<file path="src/rtl/gpio_apb_arb_pkg.sv">
// gpio_apb_arb_pkg: FSM state type, default widths and port indices for gpio_apb_arb
package gpio_apb_arb_pkg;
  typedef enum logic [1:0] {IDLE, SETUP, ACCESS} state_t;
  localparam int DEF_ADDR_W = 6;
  localparam int DEF_DATA_W = 32;
  localparam int SW = 0;
  localparam int LP = 1;
endpackage

</file>
<file path="src/rtl/gpio_apb_rr_arb.sv">
// gpio_apb_rr_arb: 2-way sw/lp grant, round-robin or lp fixed priority when GPIO_APB_ARB_LP_PRIO_EN is defined
module gpio_apb_rr_arb
  import gpio_apb_arb_pkg::*;
(
  input  logic       clk,
  input  logic       rst,
  input  logic       en,
  input  logic [1:0] valid,
  output logic [1:0] gnt
);
`ifdef GPIO_APB_ARB_LP_PRIO_EN
  assign gnt[LP] = en && valid[LP];
  assign gnt[SW] = en && valid[SW] && !valid[LP];
`else
  logic last_lp;
  assign gnt[SW] = en && valid[SW] && (!valid[LP] || last_lp);
  assign gnt[LP] = en && valid[LP] && (!valid[SW] || !last_lp);
  always_ff @(posedge clk)
    if (rst) last_lp <= 1'b1;
    else if (|gnt) last_lp <= gnt[LP];
`endif
endmodule

</file>
<file path="src/rtl/gpio_apb_arb.sv">
// gpio_apb_arb: two-requester APB master for a GPIO slave; define GPIO_APB_ARB_LP_PRIO_EN for lp fixed priority
module gpio_apb_arb
  import gpio_apb_arb_pkg::*;
#(
  parameter int ADDR_W = DEF_ADDR_W,
  parameter int DATA_W = DEF_DATA_W
) (
  input  logic              pclk,
  input  logic              p_reset,
  input  logic              sw_req_valid,
  output logic              sw_req_ready,
  input  logic              sw_req_write,
  input  logic [ADDR_W-1:0] sw_req_addr,
  input  logic [DATA_W-1:0] sw_req_wdata,
  output logic              sw_rsp_valid,
  input  logic              lp_req_valid,
  output logic              lp_req_ready,
  input  logic              lp_req_write,
  input  logic [ADDR_W-1:0] lp_req_addr,
  input  logic [DATA_W-1:0] lp_req_wdata,
  output logic              lp_rsp_valid,
  output logic [DATA_W-1:0] rsp_rdata,
  output logic              psel,
  output logic              penable,
  output logic              pwrite,
  output logic [ADDR_W-1:0] paddr,
  output logic [DATA_W-1:0] pwdata,
  input  logic [DATA_W-1:0] prdata,
  output logic              busy
);
  state_t state, state_nx;
  logic [1:0] gnt;
  logic owner_lp;
  gpio_apb_rr_arb u_arb (
    .clk  (pclk),
    .rst  (p_reset),
    .en   (state == IDLE),
    .valid({lp_req_valid, sw_req_valid}),
    .gnt  (gnt)
  );
  assign sw_req_ready = gnt[SW];
  assign lp_req_ready = gnt[LP];
  always_comb state_nx = state == IDLE ? (|gnt ? SETUP : IDLE) : state == SETUP ? ACCESS : IDLE;
  always_ff @(posedge pclk)
    if (p_reset) state <= IDLE;
    else state <= state_nx;
  always_ff @(posedge pclk)
    if (p_reset) begin
      psel         <= 1'b0;
      penable      <= 1'b0;
      busy         <= 1'b0;
      pwrite       <= 1'b0;
      paddr        <= '0;
      pwdata       <= '0;
      owner_lp     <= 1'b0;
      sw_rsp_valid <= 1'b0;
      lp_rsp_valid <= 1'b0;
      rsp_rdata    <= '0;
    end else begin
      psel         <= state_nx != IDLE;
      penable      <= state_nx == ACCESS;
      busy         <= state_nx != IDLE;
      sw_rsp_valid <= state == ACCESS && !owner_lp;
      lp_rsp_valid <= state == ACCESS && owner_lp;
      if (|gnt) begin
        pwrite   <= gnt[LP] ? lp_req_write : sw_req_write;
        paddr    <= gnt[LP] ? lp_req_addr : sw_req_addr;
        pwdata   <= gnt[LP] ? lp_req_wdata : sw_req_wdata;
        owner_lp <= gnt[LP];
      end
      if (state == ACCESS && !pwrite) rsp_rdata <= prdata;
    end
endmodule

</file>
<file path="config.mk">
export PLATFORM = sky130hd
export DESIGN_NAME = gpio_apb_arb
export DESIGN_NICKNAME = d
export VERILOG_FILES = /design/src/rtl/gpio_apb_arb_pkg.sv /design/src/rtl/gpio_apb_rr_arb.sv /design/src/rtl/gpio_apb_arb.sv
export SDC_FILE = /design/constraint.sdc
export NUM_CORES = 1
export LEC_CHECK = 0
export ABC_AREA = 1
export CAP_MARGIN = 20
export CORE_UTILIZATION = 39
export CTS_CLUSTER_DIAMETER = 200
export DETAILED_ROUTE_END_ITERATION = 7
export PLACE_DENSITY = 0.87
export SKIP_LAST_GASP = 1
export SYNTH_ARGS = -nofsm -noshare
export SYNTH_HDL_FRONTEND = slang
export SYNTH_SLANG_ARGS = --single-unit
</file>
<file path="constraint.sdc">
create_clock -name pclk -period 1.4 [get_ports pclk]
set_input_delay 0.14 -clock pclk [delete_from_list [all_inputs] [get_ports pclk]]
set_output_delay 0.14 -clock pclk [all_outputs]
set_load 0.02 [all_outputs]
</file>
==> results.yml, run 1 <==
clocking:
  cts_buffers: 9
  clock-sinks: 78
  cts_tree: "built"
  htreeDepth: 3
  clockBufferDepth: 2
  clk_latency_ns: 0.34
  clkTransAtPathRegs_ns: 0.08
  root_buffer: "clkbuf_8"
min_path:
  hp-start: "p_reset"
  hp-class: "in2reg"
  min_path_cells: 2
  whs_endpoint: "sw_rsp_valid$_SDFF_PP0_"
pwr:
  power.switching_w: 0.001858
  p_per_area_nw_per_um2: 1053
  seqPwrFrac_pct: 41.4
  p_comb_share_pct: 29.1
  clkPwrFrac_pct: 29.5
  power.internal_w: 0.004230
  leakagePower_nw: 2.897
  power.total_w: 0.006089
  ir_drop_uv: 578.3
  p_sw_share_pct: 30.52
worst_setup_path:
  cp.required_ns: 1.26
  r2r-end: "pwdata[18]$_SDFFE_PP0P_"
  slowest_stage: "dfxtp_2"
  critical_path.cell_chain: "nor2_4, nand2_2, a21oi_2, buf_6"
  cp-start-kind: "flip-flop"
  max_stage_delay_ns: 0.34
  crit_type: "reg2out"
  regToRegSetupSlack_ns: 0.08
  crit_fanout: 4
  rr_worst_depth: 8
  r2r-start: "state[1]$_SDFF_PP0_"
  crit_arrival_ns: 1.20
  critPathCaptureType: "output port"
yosys:
  synth_mux_area_share_pct: 0
  synth_cell_types: 19
  ys_seq_area_share_pct: 44.32
  synth_nets: 624
  avgSynthCellArea_um2: 6.909
  synth_compound_area_share_pct: 15.52
  synth_top_family_by_area: "simple AND/OR/NAND/NOR gates"
  synthXorXnorAreaFrac_pct: 0
  syn_area_um2: 3523
  syn_inst: 510
  synthSimpleGateAreaFrac_pct: 22.94
  ys_seq_elements: 78
  synth_adder_area_share_pct: 0
  synth_warnings: 0
route:
  drc_errors: 0
  dr.pass1.iters: 4
  wl_um: 11120
  wire_per_inst_um: 13.73
  vias: 4023
  routed_via_density: 4.967
  drt_iter0_drc: 127
  antenna_left: 0
global_route:
  grt_overflow: 0
  antenna_found_initial: 0
  grt_pass1_wl_um: 17430
  grt-busiest-layer: "met2"
  grt_pass1_vias: 3726
  grt.total_usage_pct: 22.82
  grt_start_max_net_pins: 47
  met2_usage_pct: 38.79
  grtUsageMet1_pct: 26.08
  grt_use_met3_pct: 7.770
final_layout:
  final_cell_count_no_fill: 810
  fillCellCount: 771
  syn_to_final_growth_pct: 64.13
  antenna_cells: 0
  drive_gt1_share_pct: 7.692
  final_core_util_pct: 66.31
  nNetsFinal: 812
floorplanning:
  core_um2: 8721
  die_width_um: 97.05
  rows: 34
  start_util_pct: 40.40
  die_h_um: 97.05
  dieArea_um2: 9419
  ioPinCount: 192
timing:
  worstMarginPinSlew_ns: 0.4491
  fin_worst_skew_ns: 0.01262
  fin_tns_setup_ns: 0
  final_max_slew_viol_count: 0
  setup_viol: 0
  hold_viol: 0
  relSlewSlack_pct: 70.06
  setup_slack_ns: 0.05534
  fin_crit_sh_pct: 96.05
  min_period_ns: 1.345
  rsz0062_at_grt: "yes"
  max_freq_mhz: 743.7
placement:
  hpwl_um: 8212
  pre_cts_ws_ns: -0.3544
  io_buffers: 191
  placedCellCount: 789
  gp_congestion: 0.8308
run_status:
  status: "completed"
run:
  maxCapViolCount: 0
==> logic make-up (layout without fill, tap and decap cells) <==
group,count (synthesis),count (layout)
and+or+nand+nor,170,170
DFF,78,78
buffers and inverters,155,347
AOI/OAI and AO/OA,107,107
==> cells in the mapped netlist <==
master,count,area [um^2]
a21oi_1,74,370.4
buf_1,4,15.01
buf_2,11,55.05
buf_4,3,22.52
clkbuf_1,22,82.58
dfxtp_1,78,1562
inv_1,113,424.2
inv_2,2,7.510
nand2_1,83,311.6
nand3_1,41,205.2
nand3_2,1,10.01
nand4_1,39,244.0
nor2_1,2,7.510
nor2_4,1,11.26
nor3_1,1,5.000
nor3b_1,1,7.510
o21ai_0,32,160.2
o21ai_4,1,16.27
or2_2,1,6.260
==> worst max path at each step <==
stage	slack, ns	cells past startpoint	to	start
2_1_floorplan	0.04	4	sw_req_ready	state[1]$_SDFF_PP0_
4_1_cts	-0.16	4	sw_req_ready	state[0]$_SDFF_PP0_
6_report	0.06	4	sw_req_ready	state[1]$_SDFF_PP0_
3_5_place_dp	-0.35	4	lp_req_ready	lp_req_valid
3_3_place_gp	-0.34	4	lp_req_ready	lp_req_valid
5_1_grt	-0.04	4	lp_req_ready	state[1]$_SDFF_PP0_
==> metrics by stage <==
step | hold slack [ns] | area [um^2]
floorplan | 0.3309 | 3527
global placement | 0.3676 | 5569
detailed placement | 0.3753 | 5569
CTS | 0.004223 | 5679
global route | 0.01065 | 5783
finish | 0.02294 | 5783
==> power by group through the flow <==
stage                     combinational, W  clock [W]  sequential (W)
after detailed placement           0.00182          0         0.00258
after floorplan                   0.000665          0         0.00281
after CTS                          0.00169    0.00186         0.00252
final                              0.00177    0.00180         0.00252
after global routing               0.00192    0.00195         0.00255
after global placement             0.00178          0         0.00257
==> what timing repair did <==
item | 4_1_cts | 5_1_grt
setup endpoints to repair | 83 | 44
pin swaps | 0 | 1
resized for setup | 81 | 19
hold buffers | 0 | 0
buffers inserted | 0 | 5
cloned | 0 | 1
==> sequential cells by signal, indices dropped and copies added (netlist names) <==
| name | flops |
|---|---|
| busy | 1 |
| lp_rsp_valid | 1 |
| owner_lp | 1 |
| paddr | 6 |
| pwdata | 32 |
| pwrite | 1 |
| rsp_rdata | 32 |
| state | 2 |
| sw_rsp_valid | 1 |
| u_arb.last_lp | 1 |
==> routing by layer <==
metal  wire [um]  part of all wire (%)  up-vias
met2        5259                    47      212
met4         247                   2.2        0
li1            -                     -     1997
met5           0                     0        -
met3        1036                   9.3       24
met1        4579                    41     1790
==> layout by cell type, fill, tap and decap left out, drive strengths merged <==
master / netlist / layout
dfxtp: 78 / 78
o21ai: 33 / 33
nor3b: 1 / 1
buf: 18 / 28
dlymetal6s2s: 0 / 1
a21oi: 74 / 74
nor3: 1 / 1
clkinv: 0 / 4
or2: 1 / 1
clkbuf: 22 / 10
nand2: 83 / 83
dlygate4sd2: 0 / 76
nand3: 42 / 42
clkdlybuf4s50: 0 / 111
bufinv: 0 / 2
nand4: 39 / 39
inv: 115 / 115
nor2: 3 / 3
==> worst max-delay path, delay by kind of cell (launching register included) <==
| family | cells | cell delay (ns) |
|---|---|---|
| compound gates | 1 | 0.13 |
| buf+inv | 1 | 0.14 |
| flops | 1 | 0.34 |
| simple gates | 2 | 0.26 |
==> cell type report <==
type / count / area [um^2] / area share (%)
well taps: 108 / 135.1 / 2.337
flip-flops and latches: 78 / 1563 / 27.02
repair buffers: 217 / 2073 / 35.85
clock buffers: 9 / 123.9 / 2.142
inverters: 115 / 434.2 / 7.508
multi-input cells: 277 / 1366 / 23.63
clock inverters: 6 / 87.58 / 1.514
Power figures use the tool's default switching activity.
==> inputs of run 2 (changes only) <==
--- a/config.mk
+++ b/config.mk
@@ -8,8 +8,8 @@
 export ABC_AREA = 1
 export CAP_MARGIN = 20
 export CORE_UTILIZATION = 39
-export CTS_CLUSTER_DIAMETER = 200
 export DETAILED_ROUTE_END_ITERATION = 7
+export GPL_TIMING_DRIVEN = 0
 export PLACE_DENSITY = 0.87
 export SKIP_LAST_GASP = 1
 export SYNTH_ARGS = -nofsm -noshare
==> results.yml, run 2 (synthesis gave the netlist of run 1 again) <==
final_layout:
  syn_to_final_growth_pct: 76.60
  nNetsFinal: 842
  antenna_cells: 0
  final_cell_count_no_fill: 841
  final_area_um2: 6222
  final_cell_mix: "111 x inv_1, 111 x clkdlybuf4s50_1, 77 x nand2_1, 76 x dfxtp_1, 76 x dlygate4sd2_1"
  largestRegisters: "pwdata x32, rsp_rdata x32, paddr x6"
  drive_gt1_share_pct: 15.01
worst_setup_path:
  cp.required_ns: 1.26
  critPathCaptureType: "output port"
  crit_type: "reg2out"
  crit_arrival_ns: 1.37
  cp-start-kind: "flip-flop"
  crit_fanout: 2
global_route:
  grt_overflow: 0
  grt_pass1_wl_um: 19030
  grt_pass1_vias: 4037
  grt-busiest-layer: "met2"
  grt_start_max_net_pins: 15
  grtUsageMet1_pct: 28.49
  met2_usage_pct: 43.77
  antenna_found_initial: 0
  grt_use_met3_pct: 7.554
  grt.total_usage_pct: 24.83
clocking:
  clockBufferDepth: 2
  clk_latency_ns: 0.34
  clock-sinks: 78
  cts_hold_repair.buffers: 0
  htreeDepth: 3
  clkTransAtPathRegs_ns: 0.09
  cts_tree: "built"
  cts_buffers: 9
  root_buffer: "clkbuf_8"
timing:
  setup_slack_ns: -0.1077
  final_max_slew_viol_count: 0
  worstMarginPinSlew_ns: 0.5402
  fin_worst_skew_ns: 0.009582
  hold_viol: 0
  relSlewSlack_pct: 63.99
  fin_hold_ws_ns: 0.3229
  min_period_ns: 1.508
  setup_viol: 19
  fin_crit_sh_pct: 107.7
  rsz0062_at_grt: "yes"
  max_freq_mhz: 663.3
placement:
  placedCellCount: 807
  gp_congestion: 0.8291
  hpwl_um: 8854
  io_buffers: 189
  dpl-instance-area_um2: 5554
route:
  routed_via_density: 5.076
  drt_iter0_drc: 147
  wire_per_inst_um: 15.03
  drc_errors: 0
  dr.pass1.iters: 5
  wl_um: 12640
  antenna_left: 0
  vias: 4269
run_status:
  violations: "negative setup slack"
  status: "finished with violations"
floorplanning:
  die_h_um: 97.05
  start_util_pct: 40.40
  die_width_um: 97.05
  rows: 34
  dieArea_um2: 9419
  core_um2: 8721
  ioPinCount: 192
run:
  maxCapViolCount: 0
min_path:
  hp-class: "in2reg"
pwr:
  p_per_area_nw_per_um2: 1032
  ir_drop_uv: 749.8
  power.total_w: 0.006423
  leakagePower_nw: 3.072
run 2: cell count changes in the layout (fill, tap and decap cells not counted), moves of 4 or more:
cell,before,now
nand3_1,40,13
nand3_2,2,26
buf_6,3,16
clkbuf_1,0,11
buf_4,20,15
nand2_1,82,77
clkbuf_2,0,4
clkbuf_4,0,4
run 2: per-stage QoR:
step                TNS, ns  setup WS [ns]  util, %
floorplan                 0        0.04297        -
global placement     -10.77        -0.6608    63.69
detailed placement   -11.96        -0.7051    63.69
CTS                  -2.712        -0.1379    67.88
global route         -3.782        -0.1931    71.35
finish              -0.2883        -0.1077    71.35
run 2: report_power, final:
part           total (W)  internal (W)  switching (W)  leakage, nW
Combinational    0.00203      0.000952        0.00108         2.32
Clock            0.00187       0.00101       0.000858        0.110
Sequential       0.00252       0.00242       0.000103        0.643
run 2: path summary, 6_finish.rpt:
check,cells past startpoint,startpoint,endpoint,slack [ns]
min reg2reg,2,rsp_rdata[8]$_SDFFE_PP0P_,rsp_rdata[8]$_SDFFE_PP0P_,0.44
max,6,state[0]$_SDFF_PP0_,sw_req_ready,-0.11
min,4,p_reset,paddr[5]$_SDFFE_PP0P_,0.32
max reg2reg,10,state[0]$_SDFF_PP0_,pwdata[15]$_SDFFE_PP0P_,-0.03
run 2: final cells by class:
class	instances	area, um^2
tap	108	135.1
multi-input combinational	277	1562
sequential	78	1569
clock inverter	7	95.09
fill	689	2499
inverter	115	431.7
timing repair buffer	211	2052
buffer	36	254.0
clock buffer	9	123.9
run 2: worst max-delay path, cell delays in order (launching register included):
cell	delay [ns]
dfxtp_4	0.36
nor2_4	0.13
buf_6	0.12
clkbuf_16	0.12
nand2_4	0.05
a21oi_4	0.12
buf_6	0.14
run 2: layer usage:
metal	routed length, um	vias to the layer above	share of wire, %
met5	0	-	0
met4	189	0	1.5
met3	1318	22	10
met2	6314	227	50
met1	4821	1970	38
li1	-	2050	-
run 2: repair_timing:
item,CTS,global route
endpoints found under the setup margin,117,74
buffers inserted,11,8
pin swaps,2,27
resized for setup,122,88
cloned,3,1
==> RTL edit: new RTL, settings of run 1 <==
Add a define of `GPIO_APB_ARB_LP_PRIO_EN`.
--- a/src/rtl/gpio_apb_rr_arb.sv
+++ b/src/rtl/gpio_apb_rr_arb.sv
@@ -1,2 +1,4 @@
 // gpio_apb_rr_arb: 2-way sw/lp grant, round-robin or lp fixed priority when GPIO_APB_ARB_LP_PRIO_EN is defined
+`define GPIO_APB_ARB_LP_PRIO_EN
+
 module gpio_apb_rr_arb
Behaviour: not the same (Yosys sat finds a counterexample within 4 cycles, from zero or initial values and one cycle with p_reset high).
==> RTL edit against run 1 <==
- clock skew down 0.00058 ns
- setup slack got worse by 0.017 ns
- count of clock-buffer cells in the layout up 2
- highest routed layer unchanged
- sequential cell count fell by 1
- synthesized area shrank 3.0%
- power rose by 4.2%
- final area decreased by 1.1%
- largest cell class unchanged
- wire length down 11%
==> RTL edit: results (changes against run 1) <==
cells after synthesis=501 (-1.8%); Final period util=97.3% (+1.2 points); Leak=0.00287 uW (-0.79%); Psw=1750 uW (-5.8%); WP data arrival=1.22 ns (+0.02 ns); worst-path fanout max=4 (unchanged); Placed Cells=780 (-1.1%); P_seq=2480 uW (-2%); worst hold-check path type=in -> reg; first-pass GRT wire length=14500 um (-17%); area fraction in compound gates after synthesis=15.6% (+0.12 points); Via density=4.67 (-6.1%); layout cell share with drive strength beyond 1=6.64% (-1.1 points); Slew HR=69.3% (-0.81 points); WL per Instance=12.4 um (-9.9%); status=finished clean; skew final=0.0120 ns (-0.000576 ns); pre-CTS WS=-0.205 ns (+0.149 ns); power in combinational cells=1710 uW (-3%); All-Layer GR Usage=20.5% (-2.3 points); share of the yosys chip area belonging to registers=45.1% (+0.79 points); leading post-synthesis cells by cell area=dfxtp_1 45%, inv_1 12%, nand3_1 11%; top cells by count, synth=112 x inv_1, 82 x nand2_1, 78 x nand3_1; number of global-route vias before repair=3255 (-13%); Peak VDD IR=586 uV (+1.3%); gpl congestion=0.824 (-0.77%); Area after DPL=5480 um^2 (-1.6%); final cell count without fillers=798 (-1.5%); largest net degree at the start of global routing=65 (+38%); syn_nets=615 (-1.4%); largest delay contributor family on the critical path=simple AND/OR/NAND/NOR gates; Post-DP HPWL=7340 um (-11%); P_clk=2160 uW (+20%)
==> RTL edit: layout make-up <==
class	instances	area, um^2
fillers	684	2620
repair buffers	213	2060
flip-flops and latches	77	1540
multi-input cells	274	1290
inverters	114	433
clock buffers	11	141
well taps	105	131
clock inverters	4	120
==> RTL edit: what timing repair did <==
item / CTS / global route
cloned: 0 / 2
setup endpoints to repair: 79 / 41
gates resized for setup: 80 / 12
setup buffers: 0 / 2
pin swaps: 0 / 1
hold endpoints to repair: 0 / 0
==> RTL edit: path summary, 6_finish.rpt <==
kind | start | endpoint | depth (start not counted)
setup / recovery | state[1] | sw_req_ready | 4
hold / removal | p_reset | rsp_rdata[21] | 5
setup reg to reg | state[1] | pwdata[11] | 8
hold reg to reg | rsp_rdata[29] | rsp_rdata[29] | 2
==> RTL edit: routing by layer <==
metal / GRT usage, % / wire length, um / up-vias
met5: 0 / 0 / -
met4: 7.46 / 191 / 0
met3: 6.86 / 1110 / 18
met2: 36.2 / 4640 / 180
met1: 22.8 / 3940 / 1598
li1: - / - / 1927
